[src/rtl/flag_bank.sv]
// Parametrised condition-flag register with a per-bit write enable, a same-cycle bypass view and a LIFO save/restore stack.
// Latency: every operation takes one cycle. q_fwd shows the next q value combinationally, and q takes that value on the next edge.
// Backpressure: none. A push when full, a pop when empty, or a push and pop together leaves the stack unchanged and sets err.
//
// Ports:
//   clk      rising-edge clock
//   reset    asynchronous active-high reset
//   d        new flag values
//   wr_en    per-bit write enable; bit i gates d[i]
//   push     save the current q onto the stack
//   pop      restore q from the top of the stack
//   err_clr  synchronous clear of the sticky err flag
//   q        registered flags
//   q_fwd    combinational next-state view (bypass)
//   count    number of occupied stack entries
//   full     count == DEPTH
//   empty    count == 0
//   err      sticky flag for an illegal stack operation
module flag_bank #(
  parameter int              WIDTH     = 4,
  parameter int              DEPTH     = 2,
  parameter logic [WIDTH-1:0] RESET_VAL = '0
) (
  input  logic                       clk,
  input  logic                       reset,
  input  logic [WIDTH-1:0]           d,
  input  logic [WIDTH-1:0]           wr_en,
  input  logic                       push,
  input  logic                       pop,
  input  logic                       err_clr,
  output logic [WIDTH-1:0]           q,
  output logic [WIDTH-1:0]           q_fwd,
  output logic [$clog2(DEPTH+1)-1:0] count,
  output logic                       full,
  output logic                       empty,
  output logic                       err
);

  localparam int CW = $clog2(DEPTH+1);
  // The stack index is never wider than the count, so the low bits of the count address the array.
  localparam int AW = (DEPTH > 1) ? $clog2(DEPTH) : 1;
  localparam logic [CW-1:0] CNT_ONE = CW'(1);
  localparam logic [CW-1:0] CNT_MAX = CW'(DEPTH);

  logic [WIDTH-1:0] stack [DEPTH];
  logic [WIDTH-1:0] wmerge;
  logic [CW-1:0]    count_m1;
  logic [AW-1:0]    top_idx;
  logic [AW-1:0]    wr_idx;
  logic             pop_ok;
  logic             push_ok;
  logic             illegal;

  assign full  = (count == CNT_MAX);
  assign empty = (count == '0);

  assign pop_ok  = pop & ~push & ~empty;
  assign push_ok = push & ~pop & ~full;
  assign illegal = (push & pop) | (push & ~pop & full) | (pop & ~push & empty);

  assign count_m1 = count - CNT_ONE;
  assign top_idx  = count_m1[AW-1:0];
  assign wr_idx   = count[AW-1:0];

  always_comb begin
    wmerge = (wr_en & d) | (~wr_en & q);
    q_fwd  = wmerge;
    // A restore replaces the whole word, so the ALU write is dropped in that cycle.
    if (pop_ok) begin
      q_fwd = stack[top_idx];
    end
  end

  always_ff @(posedge clk or posedge reset) begin
    if (reset) begin
      q     <= RESET_VAL;
      count <= '0;
      err   <= 1'b0;
    end else begin
      q <= q_fwd;
      if (push_ok) begin
        count <= count + CNT_ONE;
      end else if (pop_ok) begin
        count <= count_m1;
      end
      // An illegal operation in the same cycle as err_clr still sets err.
      err <= illegal | (err & ~err_clr);
    end
  end

  // Stack contents after reset are don't-care, so the array needs no reset.
  // The saved word is the value of q before the same-cycle write.
  always_ff @(posedge clk) begin
    if (push_ok) begin
      stack[wr_idx] <= q;
    end
  end

endmodule

[config.mk]
export PLATFORM = sky130hd
export DESIGN_NAME = flag_bank
export DESIGN_NICKNAME = d
export VERILOG_FILES = /design/src/rtl/flag_bank.sv
export SDC_FILE = /design/constraint.sdc
export NUM_CORES = 1
export LEC_CHECK = 0
export ABC_AREA = 1
export CORE_MARGIN = 2
export CORE_UTILIZATION = 44
export CTS_BUF_LIST = sky130_fd_sc_hd__clkbuf_2
export DETAILED_ROUTE_END_ITERATION = 8
export PLACE_DENSITY = 0.8
export REMOVE_ABC_BUFFERS = 1
export SETUP_SLACK_MARGIN = 0.15
export SKIP_LAST_GASP = 1
export SYNTH_ARGS = -nofsm -noshare
export SYNTH_HDL_FRONTEND = slang
export SYNTH_SLANG_ARGS = --single-unit
[constraint.sdc]
create_clock -name clk -period 2.09 [get_ports clk]
set_input_delay 0.5225 -clock clk [delete_from_list [all_inputs] [get_ports clk]]
set_output_delay 0.5225 -clock clk [all_outputs]
set_load 0.01 [all_outputs]
======== Word-level counts from Yosys, hierarchy flattened ========
Memory sizes are Yosys's and may differ from the RTL's.
Cells that the tools add are included.
word-level totals
  flip-flop bits (word level) ............. 7
  bits in writable memories ............... 8
  word-level logic and storage cells ...... 34
  memories kept ........................... 1
cells by class
  $add $sub $neg .......................... 2
  equal/unequal tests ..................... 1
  muxes and demuxes ....................... 5
  bitwise operators ....................... 20
  reductions and logical operators ........ 2
memories
  memory  depth  bits a word  rd ports  clocked after Yosys merged registers in  wr ports  line  RTL
  stack   2      4            1         0                                        1         45    logic [WIDTH-1:0] stack [DEPTH];
operators by type and width
  operator                                           count
  bitwise AND 1 bit                                  8
  bitwise AND 4 bit                                  2
  NOT 1 bit                                          5
  2-to-1 mux 2 bit                                   2
  2-to-1 mux 4 bit                                   1
  NOT 4 bit                                          1
  bitwise OR 4 bit                                   1
  bitwise OR 1 bit                                   3
  adder 2 x 1 -> 2 bit (second input constant)       1
  == test 2 bit (second input constant)              1
  logical NOT 2 bit                                  1
  2-to-1 mux 1 bit                                   2
  nonzero test 2 bit                                 1
  subtractor 2 x 1 -> 2 bit (second input constant)  1

======== Longest topological paths before layout ========
  depth after elaboration ................. 6
  mapped depth ............................ 8
  depth with buffers taken out ............ 8

======== Worst setup path after synthesis ========
Ideal clock, no wire load.
  kind .................................... reg-to-output
  start ................................... reg count[0]
  end ..................................... out q_fwd[0]
  arrival ................................. 1.526 ns
  required time ........................... 1.567 ns
  setup slack ............................. 0.042 ns
  cell stages (with the launch flop) ...... 5
  cells stage by stage .................... dfrtp_1 > inv_1 > ha_1 > nand3b_2 > o21ai_0
on the way
  longest elaborated chain between the ends .. 4
  elaborated cells on any way between the ends .. 6
  classes of those cells .................. add/sub: 1; mux: 1; bitwise: 2; reduce/logical: 1; memory: 1
ends and longest elaborated chain
  item                    line  RTL
  start, declared         33    output logic [$clog2(DEPTH+1)-1:0] count,
  start signal, assigned  82    count <= count + CNT_ONE;
  start signal, assigned  84    count <= count_m1;
  logical NOT 2 bit       55    assign empty = (count == '0);
  via empty               35    output logic empty,
  NOT 1 bit               57    assign pop_ok = pop & ~push & ~empty;
  bitwise AND 1 bit       57
  2-to-1 mux 4 bit        69    if (pop_ok) begin
  end, declared           32    output logic [WIDTH-1:0] q_fwd,
The timed path passes the listed nets, and every way through them passes these cells.

======== Worst setup path in the final report ========
  start ................................... reg count[0]
  end ..................................... out q_fwd[1]
on the way
  longest elaborated chain between the ends .. 4
  elaborated cells on any way between the ends .. 6
  classes of those cells .................. add/sub: 1; mux: 1; bitwise: 2; reduce/logical: 1; memory: 1
ends and longest elaborated chain
  item                                                                             line
  parallel branches: the longest is 3 deep, another holds memory read (2 x 4 bit)  n/a
  2-to-1 mux 4 bit (*)                                                             69
Mark *: on every way between the ends.

==> impl_results.md <==
* # Max-Cap Violations at 0
* Worst path required time at 1.57 ns
* Worst EP arrival at 1.57 ns
* Commonest non-fill, non-tap cell in the layout: clkdlybuf4s50_1
* Hold Worst Slack at 0.435 ns
* Storage element area at 415 um^2
* Detailed Place HPWL at 1200 um
* Setup-failing EPs final at 0
* First-pass DRT Iterations at 5
* CP max FO at 3
* Chip height at 43.6 um
* Gr ovfl total at 0
* Critical-path cell list: inv_2 -> ha_4 -> nand3b_4 -> buf_12 -> nand2_2 -> o21ai_4 -> buf_2
* Global-route wire length before repair at 2790 um
* Die Wd at 43.6 um
* Clock sink total at 15
* Drt wl/cell at 16.6 um
* Sequential fraction of the synthesis area at 60.1%
* NumNets Final at 134
* Largest net degree at the start of global routing at 9
* Synth cell types at 15
* Post-route ant nets at 0
* Busiest grt layer: met2
* Worst setup SP type: register
* Area grow syn2layout at 77.7%
* Slew margin rel. at 80.1%
* Fill count at 99
* H-tree levels at 1
* PortBufs at 25
* Slowest-stage cell, CP: dfrtp_1
* M1 GR Usage at 23.2%
* Via/cell ratio at 5.23
* Met2 GRT Util at 37.4%
* Leakage power total at 0.586 nW
* Max stage delay on crit path at 0.41 ns
* I/O Pins at 26
* Vias in the first global route at 653
* Min Clock Period, post-route at 2.09 ns
* CTS tree: done
* WL final at 2210 um
* Worst Setup SP: count[0]
* Multi-input gate area at 344 um^2
* Clock buffer depth at 2
* Mean Syn Cell Area at 9.87 um^2
* Post-Place Worst Slack at -0.555 ns
* VDD IR max at 0.000847 V
* Initial Utilization at 46.4%
* Die ar. at 1900 um^2
* Crit. End Element: primary output
* Worst-Skew Late Latency at 0.30 ns
* N_diodes at 0
* Tcrit/Tclk final at 100%
* Share of cells above drive strength 1 at 43.6%
* Seq cells post-synth at 15
* Post-synthesis cell area at 691 um^2
* Worst Max-Slew Pin Slew at 0.298 ns
* Initial antenna violation count at 0
* Global-route usage over all layers at 21.3%
* Crit Reg-Reg Startpoint: count[0]
* Setup WS post-layout at 0.000709 ns
* Most frequent cells in the layout: clkdlybuf4s50_1, nand2_1, buf_4
* YS warnings at 0
* Clk root buf: clkbuf_2
* Total CTS buffers at 3
* RSZ-0062 raised after global routing: yes
* Initial DRC count at 11
* Peak Freq at 0.479 GHz
* Hold Path Class: input port to asynchronous set/reset pin
* Fin. Hold Viols at 0
* Pwr dens at 1220 nW/um^2
* Via count at 696
* Row cnt at 14
* Clock-pin slew on the worst setup and hold paths at 0.15 ns
* Post-CTS Hold Fix Bufs at 0
* Met3 Resource Use GR at 6.25%
* Final slew viol count at 0
* Cells after Synth at 70
* Outcome: complete, no violations
* Setup_tns at 0 ns
* RePlAce Congestion at 0.700
* DRC errors left at 0
* Core ar. at 1490 um^2
* Setup CP Type: register to primary output
* Skew final at 0.000550 ns
sequential cells by signal, indices dropped and copies added (netlist names):
| register | flops |
|---|---|
| err | 1 |
| count | 2 |
| stack | 8 |
| q | 4 |
logic make-up (layout without fill, tap and decap cells):
group | after synthesis | count (layout) | share of synthesized area [%]
compound gates | 14 | 14 | 10.3
flops | 15 | 15 | 60.1
fa+ha+maj | 3 | 3 | 5.44
buf+inv | 11 | 57 | 5.98
simple gates | 27 | 28 | 18.1
final timing paths:
| path | slack [ns] | to | depth (start not counted) |
|---|---|---|---|
| max in group asynchronous | 1.43 | q[3] | 2 |
| hold / removal | 0.44 | q[1] | 2 |
| min in group clk | 0.52 | stack[1][2] | 0 |
| setup reg to reg | 0.28 | stack[1][3] | 8 |
| setup / recovery | 0.0007 | q_fwd[1] | 7 |
| hold reg to reg | 0.52 | stack[1][2] | 0 |
where the power goes:
part / switching [mW] / internal [mW] / leakage, nW / total [mW]
logic: 0.424 / 0.470 / 0.411 / 0.894
clock network: 0.100 / 0.0507 / 0.0166 / 0.151
registers: 0.0562 / 0.401 / 0.159 / 0.457
repair_timing:
item | CTS | global route
hold endpoints to repair | 0 | 0
setup buffers | 4 | 5
gates cloned | 1 | 0
setup endpoints to repair | 6 | 5
resized for setup | 47 | 12
pin swaps | 5 | 2
routing by layer:
layer	wire length [um]	share of wire (%)	vias to the layer above
li1	-	-	323
met1	812	37	335
met2	1210	55	31
met3	116	5.3	7
met4	62	2.8	0
met5	0	0	-
synth_stat cells:
library cell   n  area share, %
ha_1           3            5.4
edfxtp_1       8             35
nand2_1       17            9.2
nor2_2         1           0.91
inv_2          1           0.54
a21oi_1        1           0.72
dfrtp_1        7             25
nand3_1        1           0.72
or2_2          4            3.6
nor2_1         2            1.1
inv_1         10            5.4
nand2_2        1           0.91
o22ai_1        1           0.91
o21ai_0       12            8.7
nand3b_2       1            1.6
final cells by class:
type	instances	share of cell area [%]
flip-flops and latches	15	33.8
repair buffers	42	31.5
multi-input cells	45	28.0
inverters	11	3.36
clock buffers	4	1.63
well taps	16	1.63
critical path: cells and delay by family (launching register included):
| family | cells | cell delay (ns) |
|---|---|---|
| adder cells (fa/ha/maj) | 1 | 0.17 |
| buffers and inverters | 3 | 0.36 |
| AO/OA/AOI/OAI | 1 | 0.06 |
| AND/OR/NAND/NOR | 2 | 0.27 |
| flip-flops | 1 | 0.41 |
stage by stage:
stage	util (%)	cells	power, mW	cell area [um^2]
global placement	68.6	119	1.04	1020
detailed placement	68.6	119	1.07	1020
global route	82.4	133	1.56	1230
finish	82.4	133	1.50	1230
CTS	77.0	128	1.34	1150
floorplan	-	70	0.717	691
Note: power is estimated with default switching activity, not from simulation.
